File: src/rtl/uart_pkg.sv
// uart_pkg: shared constants and state encodings for the 9N1 serial link.
// Imported by the bit timer, transmitter, receiver and top.
package uart_pkg;

    localparam int DATA_BITS        = 9;
    localparam int FRAME_BITS       = 11;
    localparam int CLKS_PER_BIT_DEF = 16;

    typedef enum logic [1:0] {
        TX_IDLE,
        TX_START,
        TX_DATA,
        TX_STOP
    } tx_state_t;

    typedef enum logic [2:0] {
        RX_IDLE,
        RX_START,
        RX_DATA,
        RX_STOP,
        RX_WAIT_HIGH
    } rx_state_t;

endpackage

File: src/rtl/uart_9n1_if.sv
// uart_9n1_if: parallel-side bundle of the serial link.
// master is the host side, slave is the UART block.
interface uart_9n1_if;
    import uart_pkg::*;

    logic                 send;
    logic [DATA_BITS-1:0] tx_data;
    logic                 ready;
    logic [DATA_BITS-1:0] rx_data;
    logic                 done;
    logic                 framing_error;

    modport master (
        output send, tx_data,
        input  ready, rx_data, done, framing_error
    );

    modport slave (
        input  send, tx_data,
        output ready, rx_data, done, framing_error
    );

endinterface

File: src/rtl/uart_bit_timer.sv
// uart_bit_timer: free-running bit-period counter with clear.
// half_tick marks mid-bit, full_tick marks the last cycle of a bit.
module uart_bit_timer #(
    parameter int CLKS_PER_BIT = 16
) (
    input  logic clock,
    input  logic reset_n,
    input  logic clear,
    output logic half_tick,
    output logic full_tick
);
    localparam int CW = $clog2(CLKS_PER_BIT);

    logic [CW-1:0] cnt;

    assign half_tick = (cnt == CW'(CLKS_PER_BIT/2 - 1));
    assign full_tick = (cnt == CW'(CLKS_PER_BIT - 1));

    always_ff @(posedge clock or negedge reset_n) begin
        if (!reset_n)
            cnt <= '0;
        else if (clear || full_tick)
            cnt <= '0;
        else
            cnt <= cnt + CW'(1);
    end

endmodule

File: src/rtl/uart_rx.sv
// uart_rx: 9N1 deserializer with mid-bit sampling and framing check.
// A start bit that is high at mid-bit is dropped as a glitch.
module uart_rx
    import uart_pkg::*;
#(
    parameter int CLKS_PER_BIT = CLKS_PER_BIT_DEF
) (
    input  logic                 clock,
    input  logic                 reset_n,
    input  logic                 rx,
    output logic [DATA_BITS-1:0] data,
    output logic                 done,
    output logic                 framing_error
);
    rx_state_t            state, state_d;
    logic [1:0]           sync;
    logic                 rx_s;
    logic [DATA_BITS-1:0] shreg, shreg_d;
    logic [3:0]           idx, idx_d;
    logic                 done_d, fe_d;
    logic                 half_tick, full_tick;

    assign rx_s = sync[1];

    // Realign on the start-bit midpoint so full ticks land mid-bit
    uart_bit_timer #(.CLKS_PER_BIT(CLKS_PER_BIT)) u_timer (
        .clock     (clock),
        .reset_n   (reset_n),
        .clear     ((state == RX_IDLE) ||
                    (state == RX_START && half_tick)),
        .half_tick (half_tick),
        .full_tick (full_tick)
    );

    always_comb begin
        state_d = state;
        shreg_d = shreg;
        idx_d   = idx;
        done_d  = 1'b0;
        fe_d    = 1'b0;
        unique case (state)
            RX_IDLE: begin
                idx_d = '0;
                if (!rx_s) state_d = RX_START;
            end
            RX_START: if (half_tick)
                state_d = rx_s ? RX_IDLE : RX_DATA;
            RX_DATA: if (full_tick) begin
                shreg_d = {rx_s, shreg[DATA_BITS-1:1]};
                if (idx == 4'(DATA_BITS - 1))
                    state_d = RX_STOP;
                else
                    idx_d = idx + 4'd1;
            end
            RX_STOP: if (full_tick) begin
                if (rx_s) begin
                    done_d  = 1'b1;
                    state_d = RX_IDLE;
                end else begin
                    fe_d    = 1'b1;
                    state_d = RX_WAIT_HIGH;
                end
            end
            RX_WAIT_HIGH: if (rx_s) state_d = RX_IDLE;
            default: state_d = RX_IDLE;
        endcase
    end

    always_ff @(posedge clock or negedge reset_n) begin
        if (!reset_n) begin
            sync          <= 2'b11;
            state         <= RX_IDLE;
            shreg         <= '0;
            idx           <= '0;
            data          <= '0;
            done          <= 1'b0;
            framing_error <= 1'b0;
        end else begin
            sync          <= {sync[0], rx};
            state         <= state_d;
            shreg         <= shreg_d;
            idx           <= idx_d;
            done          <= done_d;
            framing_error <= fe_d;
            if (done_d) data <= shreg_d;
        end
    end

endmodule

File: src/rtl/uart_tx.sv
// uart_tx: 9N1 serializer, LSB first, level-sensitive send.
// tx is registered from the next state so the line never glitches.
module uart_tx
    import uart_pkg::*;
#(
    parameter int CLKS_PER_BIT = CLKS_PER_BIT_DEF
) (
    input  logic                 clock,
    input  logic                 reset_n,
    input  logic                 send,
    input  logic [DATA_BITS-1:0] data,
    output logic                 tx,
    output logic                 ready
);
    tx_state_t            state, state_d;
    logic [DATA_BITS-1:0] shreg, shreg_d;
    logic [3:0]           idx, idx_d;
    logic                 tx_d;
    logic                 full_tick;
    logic                 half_unused;

    uart_bit_timer #(.CLKS_PER_BIT(CLKS_PER_BIT)) u_timer (
        .clock     (clock),
        .reset_n   (reset_n),
        .clear     (state == TX_IDLE),
        .half_tick (half_unused),
        .full_tick (full_tick)
    );

    assign ready = (state == TX_IDLE);

    always_comb begin
        state_d = state;
        shreg_d = shreg;
        idx_d   = idx;
        unique case (state)
            TX_IDLE: if (send) begin
                state_d = TX_START;
                shreg_d = data;
                idx_d   = '0;
            end
            TX_START: if (full_tick) state_d = TX_DATA;
            TX_DATA: if (full_tick) begin
                shreg_d = {1'b0, shreg[DATA_BITS-1:1]};
                if (idx == 4'(DATA_BITS - 1))
                    state_d = TX_STOP;
                else
                    idx_d = idx + 4'd1;
            end
            TX_STOP: if (full_tick) state_d = TX_IDLE;
            default: state_d = TX_IDLE;
        endcase
        tx_d = 1'b1;
        if (state_d == TX_START)
            tx_d = 1'b0;
        else if (state_d == TX_DATA)
            tx_d = shreg_d[0];
    end

    always_ff @(posedge clock or negedge reset_n) begin
        if (!reset_n) begin
            state <= TX_IDLE;
            shreg <= '0;
            idx   <= '0;
            tx    <= 1'b1;
        end else begin
            state <= state_d;
            shreg <= shreg_d;
            idx   <= idx_d;
            tx    <= tx_d;
        end
    end

endmodule

File: src/rtl/uart_9n1.sv
// uart_9n1: 9N1 serial link top, independent transmitter and receiver.
// Parallel side through uart_9n1_if, serial lines as plain ports.
module uart_9n1
    import uart_pkg::*;
#(
    parameter int CLKS_PER_BIT = CLKS_PER_BIT_DEF
) (
    input  logic       clock,
    input  logic       reset_n,
    uart_9n1_if.slave  bus,
    output logic       tx,
    input  logic       rx
);

    uart_tx #(.CLKS_PER_BIT(CLKS_PER_BIT)) u_tx (
        .clock   (clock),
        .reset_n (reset_n),
        .send    (bus.send),
        .data    (bus.tx_data),
        .tx      (tx),
        .ready   (bus.ready)
    );

    uart_rx #(.CLKS_PER_BIT(CLKS_PER_BIT)) u_rx (
        .clock         (clock),
        .reset_n       (reset_n),
        .rx            (rx),
        .data          (bus.rx_data),
        .done          (bus.done),
        .framing_error (bus.framing_error)
    );

endmodule

File: src/flat_wrapper.sv
// flat-port wrapper written by rule: the top's interface ports become plain ports
module uart_9n1_flat import uart_pkg::*;
#(
    parameter int CLKS_PER_BIT = CLKS_PER_BIT_DEF
)
  (clock, reset_n, tx, rx, bus_send, bus_tx_data, bus_ready, bus_rx_data, bus_done, bus_framing_error);
  uart_9n1_if bus_i ();
  input  logic clock;
  input  logic reset_n;
  output logic tx;
  input  logic rx;
  input wire logic [$bits(bus_i.send)-1:0] bus_send;
  input wire logic [$bits(bus_i.tx_data)-1:0] bus_tx_data;
  output wire logic [$bits(bus_i.ready)-1:0] bus_ready;
  output wire logic [$bits(bus_i.rx_data)-1:0] bus_rx_data;
  output wire logic [$bits(bus_i.done)-1:0] bus_done;
  output wire logic [$bits(bus_i.framing_error)-1:0] bus_framing_error;
  assign bus_i.send = bus_send;
  assign bus_i.tx_data = bus_tx_data;
  assign bus_ready = bus_i.ready;
  assign bus_rx_data = bus_i.rx_data;
  assign bus_done = bus_i.done;
  assign bus_framing_error = bus_i.framing_error;
  uart_9n1 #(.CLKS_PER_BIT(CLKS_PER_BIT)) u_core (.clock(clock), .reset_n(reset_n), .bus(bus_i), .tx(tx), .rx(rx));
endmodule
File: config.mk
export PLATFORM = sky130hd
export DESIGN_NAME = uart_9n1_flat
export DESIGN_NICKNAME = d
export VERILOG_FILES = /design/src/rtl/uart_pkg.sv /design/src/rtl/uart_9n1_if.sv /design/src/rtl/uart_bit_timer.sv /design/src/rtl/uart_rx.sv /design/src/rtl/uart_tx.sv /design/src/rtl/uart_9n1.sv /design/src/flat_wrapper.sv
export SDC_FILE = /design/constraint.sdc
export NUM_CORES = 1
export LEC_CHECK = 0
export CAP_MARGIN = 20
export CELL_PAD_IN_SITES_DETAIL_PLACEMENT = 1
export CELL_PAD_IN_SITES_GLOBAL_PLACEMENT = 2
export CORE_MARGIN = 1.5
export CORE_UTILIZATION = 33
export DETAILED_ROUTE_END_ITERATION = 10
export GPL_ROUTABILITY_DRIVEN = 0
export PLACE_DENSITY_LB_ADDON = 0.2
export RECOVER_POWER = 100
export SETUP_SLACK_MARGIN = 0.4
export SYNTH_ARGS = -nofsm -noshare
export SYNTH_HDL_FRONTEND = slang
export SYNTH_SLANG_ARGS = --single-unit
export TNS_END_PERCENT = 1
File: constraint.sdc
create_clock -name clock -period 1.7 [get_ports clock]
set_input_delay 0.34 -clock clock [delete_from_list [all_inputs] [get_ports clock]]
set_output_delay 0.34 -clock clock [all_outputs]
set_load 0.02 [all_outputs]
### Word level (Yosys, flattened, before mapping)

Cells that the tools add are included.

| operators by class | value |
|---|---|
| eq/ne operators | 24 |
| reduce and logical (&&, ||, !) cells | 12 |
| multiplexer cells | 37 |
| add/subtract/negate cells | 4 |

Operators by type and width:

| kind | count |
|---|---|
| two-way mux 9 bit | 4 |
| two-way mux 4 bit | 7 |
| two-way mux 3 bit | 7 |
| one-hot mux 9 bit (2 select lines) | 1 |
| adder 4 x 1 -> 4 bit (second input constant) | 4 |
| equality test 4 bit (second input constant) | 4 |
| one-hot mux 4 bit (2 select lines) | 2 |
| one-hot mux 3 bit (5 select lines) | 1 |
| != test 2 bit (second input constant) | 7 |
| two-way mux 2 bit | 6 |
| two-way mux 1 bit | 8 |
| one-hot mux 2 bit (4 select lines) | 1 |
| equality test 2 bit (second input constant) | 3 |
| equality test 3 x 2 -> 1 bit (second input constant) | 2 |
| != test 2 x 1 -> 1 bit (second input constant) | 3 |
| AND reduction 3 bit | 2 |
| AND reduction 6 bit | 1 |
| equality test 2 x 1 -> 1 bit (second input constant) | 2 |
| equality test 4 x 3 -> 1 bit (second input constant) | 1 |
| AND reduction 4 bit | 1 |
| nonzero test 2 bit | 2 |
| equality test 3 x 1 -> 1 bit (second input constant) | 1 |
| equality test 3 bit (second input constant) | 1 |
| zero test 3 bit | 1 |
| other kinds (3) | 5 |

| storage, ports and cells | value |
|---|---|
| register bits | 53 |
| output and inout port bits | 13 |
| input bits | 13 |
| word-level logic and storage cells | 91 |

### Logic depth before layout (Yosys ltp)

| depth | value |
|---|---|
| depth in word-level cells | 7 |
| depth in mapped cells | 7 |
| gate-level depth less buffers | 6 |

### Modules after synthesis

Synthesis repeated with hierarchy kept, for this count alone.

| second synthesis, totals | value |
|---|---|
| cell total of the unflattened synthesis | 200 |
| area total of the unflattened synthesis | 2448.6 µm² |

By module, submodules not included:

| module | times used | area an instance (µm²) | cells each | sequential area each (µm²) |
|---|---|---|---|---|
| uart_rx | 1 | 1318.8 | 100 | 728.2 |
| uart_tx | 1 | 779.5 | 70 | 401.6 |
| uart_bit_timer | 2 | 175.2 | 15 | 100.1 |

### Least setup slack after synthesis

No wires, ideal clock.

| timing | value |
|---|---|
| path type | register to register |
| from | register u_core.u_rx.u_timer.cnt[0] |
| to | register u_core.u_rx.data[7] |
| path buffers | 2 |
| stages on the path, launching flop included | 8 |
| arrival time | 1.692 ns |
| required time | 1.575 ns |
| clock period less this slack | 1.817 ns |
| slack | -0.117 ns |
| library setup time | 0.125 ns |
| cells stage by stage | dfrtp_1 > ha_1 > and3_1 > buf_6 > and3_4 > buf_6 > mux2_4 > mux2_2 |

| on the way | value |
|---|---|
| longest elaborated chain between the ends | 3 |
| elaborated cells between the ends (all ways) | 5 |
| those cells by class | eq/ne (1); mux (4) |

RTL lines:

| element | RTL line | RTL |
|---|---|---|
| from (decl) | uart_bit_timer.sv:14 | `logic [CW-1:0] cnt;` |
| from (signal assigned) | uart_bit_timer.sv:25 | `cnt <= cnt + CW'(1);` |
| equality test 4 bit | uart_bit_timer.sv:17 | `assign full_tick = (cnt == CW'(CLKS_PER_BIT - 1));` |
| two-way mux 9 bit | uart_rx.sv:48 | `RX_DATA: if (full_tick) begin` |
| two-way mux 9 bit | uart_rx.sv:41 | `unique case (state)` |
| net u_core.u_rx.shreg_d[7] | uart_rx.sv:18 | `logic [DATA_BITS-1:0] shreg, shreg_d;` |
| to (signal assigned) | uart_rx.sv:85 | `if (done_d) data <= shreg_d;` |
| to (decl) | uart_rx.sv:11 | `output logic [DATA_BITS-1:0] data,` |

The timed path passes the listed nets, and every way through them passes these cells.
A chain may end at the register's enable or synchronous reset.

### Worst setup path after layout

| timing | value |
|---|---|
| from | register u_core.u_rx.u_timer.cnt[1] |
| to | register u_core.u_rx.data[7] |

The elaborated chain is that of the path after synthesis.

==> out/metrics.cfg <==
[setup_path]
cpPeakStageDelay_ns=0.38
crit_fanout=4
slowest_stage=dfrtp_1
arrival_ns=1.86
crit_path_cell_trace=ha_2 -> and3_4 -> and3_4 -> mux2_4 -> mux2_4
worstReg2RegStart=u_core.u_rx.u_timer.cnt[1]$_DFF_PN0_
crit_buf_inv=0
startpoint=u_core.u_rx.u_timer.cnt[1]$_DFF_PN0_
critPathTopFamily=multiplexers
critPathCaptureType=flop
critical_path_required_ns=1.90
worst-setup-path-type=reg -> reg
startpoint_type=flop

[worst_hold_path]
hold_start=u_core.u_rx.sync[0]$_DFF_PN1_
hp-class=reg -> reg

[cts]
cts_max_level=2
cts.sink_count=53
cts_root_buffer=clkbuf_8
cts_buffers=5
cts.path.max_buffers=2
cts_tree=yes
insertion_delay_ns=0.32
path_clk_slew_ns=0.11

[route]
dr.first_iter.drc_count=71
via_per_inst=4.83
wl_per_cell_um=14.8
wl_um=5280
ant_nets=0
first_pass_iters=4
drc=0
vias=1730

[die]
row_count=30
core_area_mm2=0.00687
die_h_um=87.9
dieArea_mm2=0.00773
fp.dieW_um=87.9
start_util_pct=34.6
ios=26

[final_layout]
nNetsFinal=280
multi_input_area_mm2=0.00114
drive_above_1_share_pct=40.1
antenna_cells=0
area_delta_synth_final_pct=32.4
final_cell_mix=dfrtp_1, buf_4, nor2_1
stdcell_area_mm2=0.00315
mostFrequentLayoutCell=dfrtp_1
fillerInstances=737
ff_latch_area_mm2=0.00133

[logic_synthesis]
ys_seq_area_share_pct=55.9
synth_area_mm2=0.00238
synthArstFlopShare_pct=100
syn_inst=208
yosysWarnings=0
synth_cell_types=50
syn_nets=227
avgSynthCellArea_um2=11.4
synth_edf_count=0
synth_flop_cell=dfrtp_1
ys_ff_latch=53

[placement]
dp_hpwl_um=3490
io_buffer_count=25
placed_cell_area_mm2=0.00289
post-place-ws_ns=-0.212

[grt]
grt_pass1_wl_um=8800
antenna_found_initial=0
grt_max_degree=54
grt_overflow=0
grt_usage_pct=14.7
first_global_vias=1827

[power]
p_leak_nw=1.45
p_per_area_mw_per_mm2=1300
vdd_drop_max_mv=0.467

[timing]
clock.fmax_ghz=0.602
hold_slack_ns=0.363
min_period_ns=1.66
finalWorstSetupSlack_ns=0.0379
finClkSkew_ns=0.0160
min_period_over_period_pct=97.8
slew_headroom_pct=11.1
report.final.slew_viol_count=0
finalSetupTns_ns=0
setup_viol=0
rsz0062_at_grt=yes
tightest_slew_ns=1.33
hold_viol_final=0

[run]
max_cap_viol_count=0

[status]
status=finished, final reports clean

[path summary, 6_finish.rpt]
check                                                  endpoint  slack [ns]  depth (start not counted)
max in group asynchronous        u_core.u_tx.idx[0]$_DFFE_PN0P_        0.42                          2
max                             u_core.u_rx.data[7]$_DFFE_PN0P_        0.04                          5
max reg2reg                     u_core.u_rx.data[7]$_DFFE_PN0P_        0.04                          5
min                               u_core.u_rx.sync[1]$_DFF_PN1_        0.36                          0
min in group asynchronous  u_core.u_tx.u_timer.cnt[1]$_DFF_PN0_        0.39                          2
min reg2reg                       u_core.u_rx.sync[1]$_DFF_PN1_        0.36                          0
[synth_stat cells (all sizes together), types with 2 or more instances]
cell type  number  share of area, %
clkbuf          3              0.47
nand3           6               1.5
a211oi          3              0.95
inv            13               2.1
a21oi           7               1.6
nor2           18               3.1
xnor2           4               1.5
nor3            3              0.63
a31o            2              0.74
mux2           17               8.2
xor2            2              0.74
a21o            2              0.63
ha              6               3.2
a22oi           7               2.2
dfrtp          50                53
buf             4               1.6
nand2          23               3.6
nor3b           3               1.4
and2            2              0.53
nor2b           4               1.2
a311oi          2              0.74
and3            3               1.0
o21ai           4              0.84
dfstp           3               3.3
[what timing repair did]
item | 4_1_cts | 5_1_grt
hold buffers | 0 | 0
gates cloned | 0 | 0
endpoints found under the setup margin | 57 | 62
resized for setup | 11 | 77
buffers inserted | 3 | 2
pin swaps | 1 | 31
[report_power, final]
group / switching (mW) / total [mW] / internal (mW)
clock: 0.465 / 0.764 / 0.299
combinational: 0.697 / 1.45 / 0.756
sequential: 0.297 / 1.87 / 1.58
total: 1.46 / 4.09 / 2.63
[cell families (layout without fill, tap and decap cells)]
family          Yosys count  after routing  share of synthesized area (%)
buf+inv                  20             74                           4.16
xor+xnor                  6              6                           2.21
fa+ha+maj                 6              6                           3.16
flops                    53             53                           55.9
compound gates           37             37                           11.2
simple gates             68             68                           14.8
mux                      18             18                           8.63
[worst register-to-register path: cells and delay by family, from the launching register on]
kind                     cells  cell delay (ns)
adder cells (fa/ha/maj)      1             0.19
flip-flops                   1             0.38
multiplexers                 2             0.57
AND/OR/NAND/NOR              2             0.43
[state kept, by name, indices dropped and copies added (netlist names)]
register / count
u_core.u_rx.data: 9
u_core.u_rx.done: 1
u_core.u_rx.framing_error: 1
u_core.u_rx.idx: 4
u_core.u_rx.shreg: 9
u_core.u_rx.state: 3
u_core.u_rx.sync: 2
u_core.u_rx.u_timer.cnt: 4
u_core.u_tx.idx: 4
u_core.u_tx.shreg: 9
u_core.u_tx.state: 2
u_core.u_tx.tx: 1
u_core.u_tx.u_timer.cnt: 4
[stage by stage]
stage	util, %	cells	power (mW)
6_report	45.8	358	4.09
5_1_grt	45.8	358	4.40
4_1_cts	44.2	356	3.84
3_5_place_dp	42.1	345	3.03
3_3_place_gp	42.1	345	2.97
2_1_floorplan	-	208	2.54
[area by class of cell]
class | count | area share (%)
multi-input combinational | 135 | 36.2
tap | 96 | 3.82
inverter | 13 | 1.63
timing repair buffer | 53 | 13.0
clock inverter | 3 | 0.795
sequential | 53 | 42.4
clock buffer | 5 | 2.19
[layer usage]
layer,wire (um),vias up,part of all wire (%),track usage (%)
met5,0,-,0,0
met3,114,5,2.2,3.30
met2,2580,19,49,23.4
met1,2530,880,48,20.3
li1,-,826,-,-
met4,58,0,1.1,3.46
No activity file was read; power rests on OpenSTA's default activity.
